==> src/rtl/hp_burst_engine.sv <==
// AXI4 HP-port burst sequencer: fills [start_addr, end_addr) with an arithmetic
// sequence (write mode) or reads it back into a 32-bit checksum (read mode).
`timescale 1ns/1ps
module hp_burst_engine #(
    parameter int HP_ADDR_WIDTH = 48,
    parameter int HP_DATA_WIDTH = 128,
    parameter int MAX_BURST     = 16
) (
    input  logic                       clk,
    input  logic                       rstn,
    input  logic                       start,
    input  logic                       abort,
    input  logic [63:0]                start_addr,
    input  logic [63:0]                end_addr,
    input  logic [HP_DATA_WIDTH-1:0]   start_value,
    input  logic [HP_DATA_WIDTH-1:0]   value_stride,
    input  logic                       benchmode,
    output logic                       busy,
    output logic                       done,
    output logic                       error,
    output logic [31:0]                checksum,
    output logic [HP_ADDR_WIDTH-1:0]   hp_awaddr,
    output logic [7:0]                 hp_awlen,
    output logic [2:0]                 hp_awsize,
    output logic [1:0]                 hp_awburst,
    output logic                       hp_awvalid,
    input  logic                       hp_awready,
    output logic [HP_DATA_WIDTH-1:0]   hp_wdata,
    output logic [HP_DATA_WIDTH/8-1:0] hp_wstrb,
    output logic                       hp_wlast,
    output logic                       hp_wvalid,
    input  logic                       hp_wready,
    input  logic [1:0]                 hp_bresp,
    input  logic                       hp_bvalid,
    output logic                       hp_bready,
    output logic [HP_ADDR_WIDTH-1:0]   hp_araddr,
    output logic [7:0]                 hp_arlen,
    output logic [2:0]                 hp_arsize,
    output logic [1:0]                 hp_arburst,
    output logic                       hp_arvalid,
    input  logic                       hp_arready,
    input  logic [HP_DATA_WIDTH-1:0]   hp_rdata,
    input  logic [1:0]                 hp_rresp,
    input  logic                       hp_rlast,
    input  logic                       hp_rvalid,
    output logic                       hp_rready
);
    localparam int BW  = HP_ADDR_WIDTH - 4;
    localparam int NDW = HP_DATA_WIDTH / 32;

    typedef enum logic [2:0] {
        S_IDLE, S_CALC, S_ADDR, S_WDATA, S_WRESP, S_RDATA, S_DONE
    } state_t;

    state_t                     r_state, w_next;
    logic [BW-1:0]              r_cur, r_last;
    logic [8:0]                 r_len, r_beat;
    logic [HP_DATA_WIDTH-1:0]   r_val, r_stride;
    logic                       r_mode, r_abort, r_error;
    logic [31:0]                r_checksum;

    logic [BW-1:0]              w_diff;
    logic [8:0]                 w_rem, w_to4k, w_len;
    logic [31:0]                w_dw_sum;
    logic                       w_wlast;
    logic                       w_unused_bits;

    assign w_unused_bits = ^{start_addr[63:HP_ADDR_WIDTH], start_addr[3:0],
                             end_addr[63:HP_ADDR_WIDTH], end_addr[3:0]};

    // Burst length: min of MAX_BURST, beats remaining, beats to the 4 KB page end.
    assign w_diff = r_last - r_cur;
    assign w_rem  = (w_diff > BW'(256)) ? 9'd256 : w_diff[8:0];
    assign w_to4k = 9'd256 - {1'b0, r_cur[7:0]};
    always_comb begin
        w_len = 9'(MAX_BURST);
        if (w_rem < w_len)  w_len = w_rem;
        if (w_to4k < w_len) w_len = w_to4k;
    end

    always_comb begin
        w_dw_sum = '0;
        for (int i = 0; i < NDW; i++) w_dw_sum = w_dw_sum + hp_rdata[32*i +: 32];
    end

    assign w_wlast    = (r_beat == r_len - 9'd1);
    assign hp_awaddr  = {r_cur, 4'b0000};
    assign hp_araddr  = {r_cur, 4'b0000};
    assign hp_awlen   = 8'(r_len - 9'd1);
    assign hp_arlen   = 8'(r_len - 9'd1);
    assign hp_awsize  = 3'd4;
    assign hp_arsize  = 3'd4;
    assign hp_awburst = 2'b01;
    assign hp_arburst = 2'b01;
    assign hp_wstrb   = '1;
    assign hp_wdata   = r_val;
    assign hp_wlast   = w_wlast;
    assign error      = r_error;
    assign checksum   = r_checksum;

    always_comb begin
        w_next     = r_state;
        busy       = 1'b1;
        done       = 1'b0;
        hp_awvalid = 1'b0;
        hp_arvalid = 1'b0;
        hp_wvalid  = 1'b0;
        hp_bready  = 1'b0;
        hp_rready  = 1'b0;
        case (r_state)
            S_IDLE: begin
                busy = 1'b0;
                if (start) w_next = S_CALC;
            end
            S_CALC: w_next = (r_cur >= r_last || r_abort || abort) ? S_DONE : S_ADDR;
            S_ADDR: begin
                hp_awvalid = !r_mode;
                hp_arvalid = r_mode;
                if (r_mode ? hp_arready : hp_awready) w_next = r_mode ? S_RDATA : S_WDATA;
            end
            S_WDATA: begin
                hp_wvalid = 1'b1;
                if (hp_wready && w_wlast) w_next = S_WRESP;
            end
            S_WRESP: begin
                hp_bready = 1'b1;
                if (hp_bvalid) w_next = S_CALC;
            end
            S_RDATA: begin
                hp_rready = 1'b1;
                if (hp_rvalid && hp_rlast) w_next = S_CALC;
            end
            S_DONE: begin
                busy   = 1'b0;
                done   = 1'b1;
                w_next = S_IDLE;
            end
            default: w_next = S_IDLE;
        endcase
    end

    always_ff @(posedge clk or negedge rstn) begin
        if (!rstn) begin
            r_state    <= S_IDLE;
            r_cur      <= '0;
            r_last     <= '0;
            r_len      <= 9'd1;
            r_beat     <= '0;
            r_val      <= '0;
            r_stride   <= '0;
            r_mode     <= 1'b0;
            r_abort    <= 1'b0;
            r_error    <= 1'b0;
            r_checksum <= '0;
        end else begin
            r_state <= w_next;
            if (r_state != S_IDLE && abort) r_abort <= 1'b1;
            case (r_state)
                S_IDLE: if (start) begin
                    r_cur      <= start_addr[HP_ADDR_WIDTH-1:4];
                    r_last     <= end_addr[HP_ADDR_WIDTH-1:4];
                    r_val      <= start_value;
                    r_stride   <= value_stride;
                    r_mode     <= benchmode;
                    r_abort    <= 1'b0;
                    r_error    <= 1'b0;
                    r_checksum <= '0;
                end
                S_CALC: begin
                    r_len  <= w_len;
                    r_beat <= '0;
                end
                S_WDATA: if (hp_wready) begin
                    r_val  <= r_val + r_stride;
                    r_beat <= r_beat + 9'd1;
                end
                S_WRESP: if (hp_bvalid) begin
                    r_error <= r_error | (hp_bresp != 2'b00);
                    r_cur   <= r_cur + BW'(r_len);
                end
                S_RDATA: if (hp_rvalid) begin
                    r_checksum <= r_checksum + w_dw_sum;
                    r_error    <= r_error | (hp_rresp != 2'b00);
                    if (hp_rlast) r_cur <= r_cur + BW'(r_len);
                end
                default: ;
            endcase
        end
    end
endmodule

==> config.mk <==
export PLATFORM = sky130hd
export DESIGN_NAME = hp_burst_engine
export DESIGN_NICKNAME = d
export VERILOG_FILES = /design/src/rtl/hp_burst_engine.sv
export SDC_FILE = /design/constraint.sdc
export NUM_CORES = 1
export LEC_CHECK = 0
export ABC_AREA = 1
export BUFFER_PORTS_ARGS = -buffer_cell sky130_fd_sc_hd__buf_2
export CAP_MARGIN = 20
export CORE_AREA = 8 8 320 322
export DETAILED_ROUTE_END_ITERATION = 7
export DIE_AREA = 0 0 328 330
export PLACE_DENSITY = 0.6
export SYNTH_ARGS = -nofsm -noshare
export SYNTH_HDL_FRONTEND = slang
export SYNTH_SLANG_ARGS = --single-unit
export TNS_END_PERCENT = 50
==> constraint.sdc <==
create_clock -name clk -period 4.8 [get_ports clk]
set_input_delay 0.72 -clock clk [delete_from_list [all_inputs] [get_ports clk]]
set_output_delay 0.72 -clock clk [all_outputs]
set_load 0.01 [all_outputs]
# After elaboration in Yosys (flattened, before gate mapping)

Index checks and enable logic that the tools add are counted.

Register bits: 400
Input bits: 527
Output and inout port bits: 307
Logic and storage cells: 103

Add/subtract/negate cells: 10
Order comparisons: 4
Equality and inequality tests: 15
Mux-type cells: 39
Bitwise gates (word level): 2
Reductions and logical operators: 22

Operator list:

| cell                | count |
|---|---|
| $mux 128            | 2 |
| $pmux 128 s2        | 1 |
| $mux 44             | 4 |
| $pmux 44 s3         | 1 |
| $add 128x128->128   | 1 |
| $add 32x32->32      | 4 |
| $mux 32             | 2 |
| $pmux 32 s2         | 1 |
| $add 44x9->44       | 1 |
| $ge 44x44->1        | 1 |
| $gt 44x9->1 const B | 1 |
| $sub 44x44->44      | 1 |
| $mux 9              | 4 |
| $mux 3              | 7 |
| $pmux 3 s6          | 1 |
| $pmux 9 s2          | 1 |
| $ne 2x2->1 const B  | 8 |
| $mux 1              | 14 |
| $reduce_and 5->1    | 2 |
| $reduce_bool 2->1   | 5 |
| $add 9x1->9 const B | 1 |
| $eq 3x3->1 const B  | 3 |
| $eq 9x9->1          | 1 |
| $lt 9x5->1 const B  | 1 |
| other kinds (16)    | 24 |

# Longest topological paths before layout

Word-level depth: 7
Depth in mapped cells: 29
Mapped depth without buffers: 29

# Least setup slack after synthesis

No wires, ideal clock.

Path kind: input to register
From: input port hp_rdata[1]
To: register r_checksum[27], in the netlist checksum[27]
Library setup time: 118 ps
Data arrival time: 4373 ps
Data required time: 4682 ps
Path slack: 309 ps
Stages: 25
Buffers on the path: 0
Cells stage by stage: fa_1 > fa_1 > inv_1 > fa_1 > inv_1 > ha_1 > fa_1 > nand3_1 > nand2_1 > nand2_1 > nand2_1 > a21oi_1 > o21ai_0 > inv_1 > nor2_1 > nor2_1 > inv_1 > nand2_1 > nand2_1 > a21oi_1 > o21ai_0 > nand2_1 > nand3_1 > nand3_1 > nand2_1

Longest elaborated chain between the ends: 6

RTL lines:

| item                         | RTL line | text |
|---|---|---|
| start, declared              | 42       | `input logic [HP_DATA_WIDTH-1:0] hp_rdata,` |
| $add 32x32->32 (3 in series) | 83       | `for (int i = 0; i < NDW; i++) w_dw_sum = w_dw_sum + hp_rdata[32*i +: 32];` |
| $add 32x32->32               | 182      | `r_checksum <= r_checksum + w_dw_sum;` |
| $mux 32                      | 181      | `S_RDATA: if (hp_rvalid) begin` |
| $pmux 32 s2                  | 158      | `case (r_state)` |
| end signal, assigned         | 182      |  |
| end, declared                | 60       | `logic [31:0] r_checksum;` |

No other way between the ends. The select of a mux whose other input is x is not followed.
A chain may end at the register's enable or synchronous reset.

# Worst setup path in the final report

From: register r_cur[22]
To: register r_len[2]

Longest elaborated chain between the ends: 7

RTL lines:

| item                   | RTL line | text |
|---|---|---|
| start, declared        | 56       | `logic [BW-1:0] r_cur, r_last;` |
| start signal, assigned | 160      | `r_cur <= start_addr[HP_ADDR_WIDTH-1:4];` |
| start signal, assigned | 179      | `r_cur <= r_cur + BW'(r_len);` |
| start signal, assigned | 184      | `if (hp_rlast) r_cur <= r_cur + BW'(r_len);` |
| $sub 44x44->44 *       | 72       | `assign w_diff = r_last - r_cur;` |
| $gt 44x9->1 *          | 73       | `assign w_rem = (w_diff > BW'(256)) ? 9'd256 : w_diff[8:0];` |
| $mux 9 *               | 73       |  |
| $lt 9x5->1             | 77       | `if (w_rem < w_len) w_len = w_rem;` |
| $mux 9 *               | 77       |  |
| $lt 9x9->1             | 78       | `if (w_to4k < w_len) w_len = w_to4k;` |
| $mux 9 *               | 78       |  |
| end signal, assigned   | 170      | `r_len <= w_len;` |
| end, declared          | 57       | `logic [8:0] r_len, r_beat;` |

Every way passes the cells marked *; elsewhere a longest branch is shown, timed or not.

==> flow_summary.yaml <==
run:
  drv_cap: 0
yosys:
  ys_warn_count: 0
  netlist_area_sq_um: 35700
  synthCells: 5319
  async_reset_ff_share_pct: 100
  synth-seq-cells: 400
  synthFlopType: "dfrtp_1"
  yosys-top-cells-area: "dfrtp_1 (28%), nand2_1 (17%), ha_1 (7.8%)"
  synth_top_area_share_pct: 28.0
  avgSynthCellArea_sq_um: 6.71
  synth_most_common_cell: "nand2_1"
  synth_edf_count: 0
  yosysTopAreaCell: "dfrtp_1"
  synth.top_cells.by_count: "nand2_1 (1587), nor2_1 (612), inv_1 (582)"
  seq_area_frac_synth_pct: 28.0
  ys_types: 62
power_and_ir_drop:
  power_frac_comb_pct: 71.6
  vdd_drop_max_mv: 0.308
  p_clk_share_pct: 10.7
  intPower_mw: 15.9
  switchingPower_mw: 20.4
  power_density_nw_per_um2: 855
  power.share.sequential_pct: 17.7
  p_sw_share_pct: 56.1
  p_leak_nw: 21.6
  power.total_mw: 36.3
die:
  die-area_sq_um: 108000
  num_rows: 115
  die_x_microns: 328
  io_pins: 834
  start_util_pct: 36.7
  die_h_microns: 330
  fp.coreArea_sq_um: 97400
global_routing:
  top_usage_layer: "met2"
  use_met1_pct: 34.9
  grt_util_met3_pct: 5.01
  grt_pass1_wl_microns: 231000
  grt_pass1_vias: 37900
  grt.overflow.total: 0
  grtUsageTotal_pct: 27.5
  grt_max_degree: 164
  met2_usage_pct: 47.6
  antenna_found_initial: 24
timing:
  rsz0062_at_grt: "true"
  hold_viol: 0
  fin_crit_sh_pct: 93.5
  hold-worst-slack_ns: 0.0890
  fin_skew_ns: 0.0297
  max_slew_margin_pct: 34.2
  setup-tns-final_ns: 0
  worstMarginPinSlew_ns: 0.984
  max_freq_mhz: 223
  setup-violations-final: 0
  maxSlewViolCount: 0
  fin_crit_ns: 4.49
detailed_routing:
  wirelength_microns: 155000
  drcViolationCount: 0
  vias: 38100
  drtAntennaViolNets: 0
  vias_per_cell: 5.19
  firstDrtPassIters: 7
  drt-wirelength-per-cell_microns: 21.1
  drtIter0Drc: 2999
cells_and_area:
  nNetsFinal: 6867
  fill_cells: 10500
  fin_cells: 7352
  final_area_sq_um: 42400
  area_delta_synth_final_pct: 18.8
  final_layout_size_suffix_gt1_share_pct: 16.2
  multiInputGateArea_sq_um: 22600
  ff_latch_area_sq_um: 10000
place:
  gp_congestion: 1.02
  placed_area_sq_um: 40800
  io_buffers: 759
  placedCellCount: 7258
  place_hpwl_microns: 130000
cts:
  tritoncts: "built"
  cts_root_buf: "clkbuf_16"
  ctsHtreeMaxLevel: 2
  clock_latency_ns: 0.64
  cts_buffer_depth: 3
  clkTransAtPathRegs_ns: 0.06
  postCtsSetupBuffers: 0
  clock_sinks: 400
  hold_buffers: 0
  cts_buffers: 49
critical_path:
  cp.arrival_ns: 5.05
  path_class: "flip-flop to flip-flop"
  cp-start-kind: "flip-flop"
  cp_max_fo: 9
  end_kind: "flip-flop"
  crit_required_ns: 5.36
  r2r_slack_ns: 0.31
min_path:
  hp-class: "input port to asynchronous set/reset pin"
outcome:
  status: "complete, no violations"
power by group through the flow:
stage | sequential, mW | clock (mW) | combinational (mW)
after floorplan | 6.38 | 0 | 17.0
after global placement | 6.44 | 0 | 25.5
after detailed placement | 6.46 | 0 | 25.7
after CTS | 6.41 | 3.99 | 25.8
after global routing | 6.61 | 4.12 | 28.9
final | 6.42 | 3.89 | 26.0
stage by stage:
stage	utilization, %	setup WS, ns
2_1_floorplan	-	0.309
3_3_place_gp	41.8	-0.129
3_5_place_dp	41.8	-0.161
4_1_cts	43.5	0.228
5_1_grt	43.5	-0.000560
6_report	43.5	0.312
placed cells by master, fill, tap and decap left out, types with 49 or more instances in the layout:
master | synthesis | routed
ha_1 | 223 | 223
clkbuf_16 | 0 | 49
inv_1 | 582 | 582
buf_4 | 86 | 53
dfrtp_1 | 399 | 399
buf_2 | 0 | 758
nor3_1 | 69 | 69
o21ai_0 | 455 | 452
fa_1 | 95 | 95
nand2_1 | 1587 | 1586
a21oi_1 | 390 | 387
nand3_1 | 144 | 144
xor2_1 | 100 | 100
nor2_1 | 612 | 607
sequential cells by signal, summed over array words and instances, names as in the netlist:
| register | cells |
|---|---|
| r_mode | 1 |
| error | 1 |
| checksum | 32 |
| r_cur | 44 |
| r_len | 9 |
| r_state | 3 |
| r_abort | 1 |
| r_beat | 9 |
| hp_wdata | 128 |
| r_stride | 128 |
| r_last | 44 |
critical path: stages (launching register included):
cell       delay, ns
dfrtp_1         0.44
inv_1           0.18
ha_1            0.46
nand2_1         0.15
nor2_2          0.18
nand2_1         0.18
nor3_1          0.23
buf_4           0.17
nand2_1         0.06
nand2_1         0.07
nand2_1         0.05
nand2_1         0.07
nand2_1         0.05
nor2_1          0.16
nand4_2         0.15
nor2_4          0.22
nand2_1         0.11
ha_1            0.30
a21oi_1         0.13
nand3b_1        0.12
a21oi_1         0.07
a2111oi_1       0.29
buf_4           0.22
nand2_4         0.09
nand2_1         0.07
nand3_1         0.10
nand2_1         0.11
area by class of cell:
class / count / area share, %
Antenna cell: 8 / 0.0472
Clock inverter: 19 / 0.560
Clock buffer: 67 / 3.26
Sequential cell: 400 / 23.6
Inverter: 596 / 5.29
Tap cell: 1287 / 3.80
Timing Repair Buffer: 819 / 10.2
Multi-Input combinational cell: 4156 / 53.2
cell families after synthesis:
family          synth area share, %
other cells                  0.0210
simple gates                   29.0
compound gates                 17.1
flops                          28.0
buf+inv                        9.31
xor+xnor                       3.31
fa+ha+maj                      13.1
what timing repair did:
| item | 4_1_cts | 5_1_grt |
|---|---|---|
| gates resized for setup | 0 | 8 |
| endpoints found under the hold margin | 0 | 0 |
| endpoints found under the setup margin | 0 | 13 |
worst paths after layout:
kind | cells after the start | end | startpoint
worst max register to register | 26 | r_len[2]$_DFFE_PN0P_ | r_cur[22]$_DFFE_PN0P_
min in group clk | 3 | r_stride[53]$_DFFE_PN0P_ | value_stride[53]
worst max-delay path | 26 | r_len[2]$_DFFE_PN0P_ | r_cur[22]$_DFFE_PN0P_
worst min-delay path | 1 | r_stride[23]$_DFFE_PN0P_ | rstn
max in group asynchronous | 2 | r_len[0]$_DFFE_PN1P_ | rstn
worst min register to register | 2 | r_last[41]$_DFFE_PN0P_ | r_last[41]$_DFFE_PN0P_
routing by layer:
layer | vias to the layer above | wire length [microns]
met4 | 6 | 5100
met3 | 245 | 10400
li1 | 18600 | -
met5 | - | 34
met2 | 1278 | 74600
met1 | 18000 | 65300
Note: power is estimated with default switching activity, not from simulation.
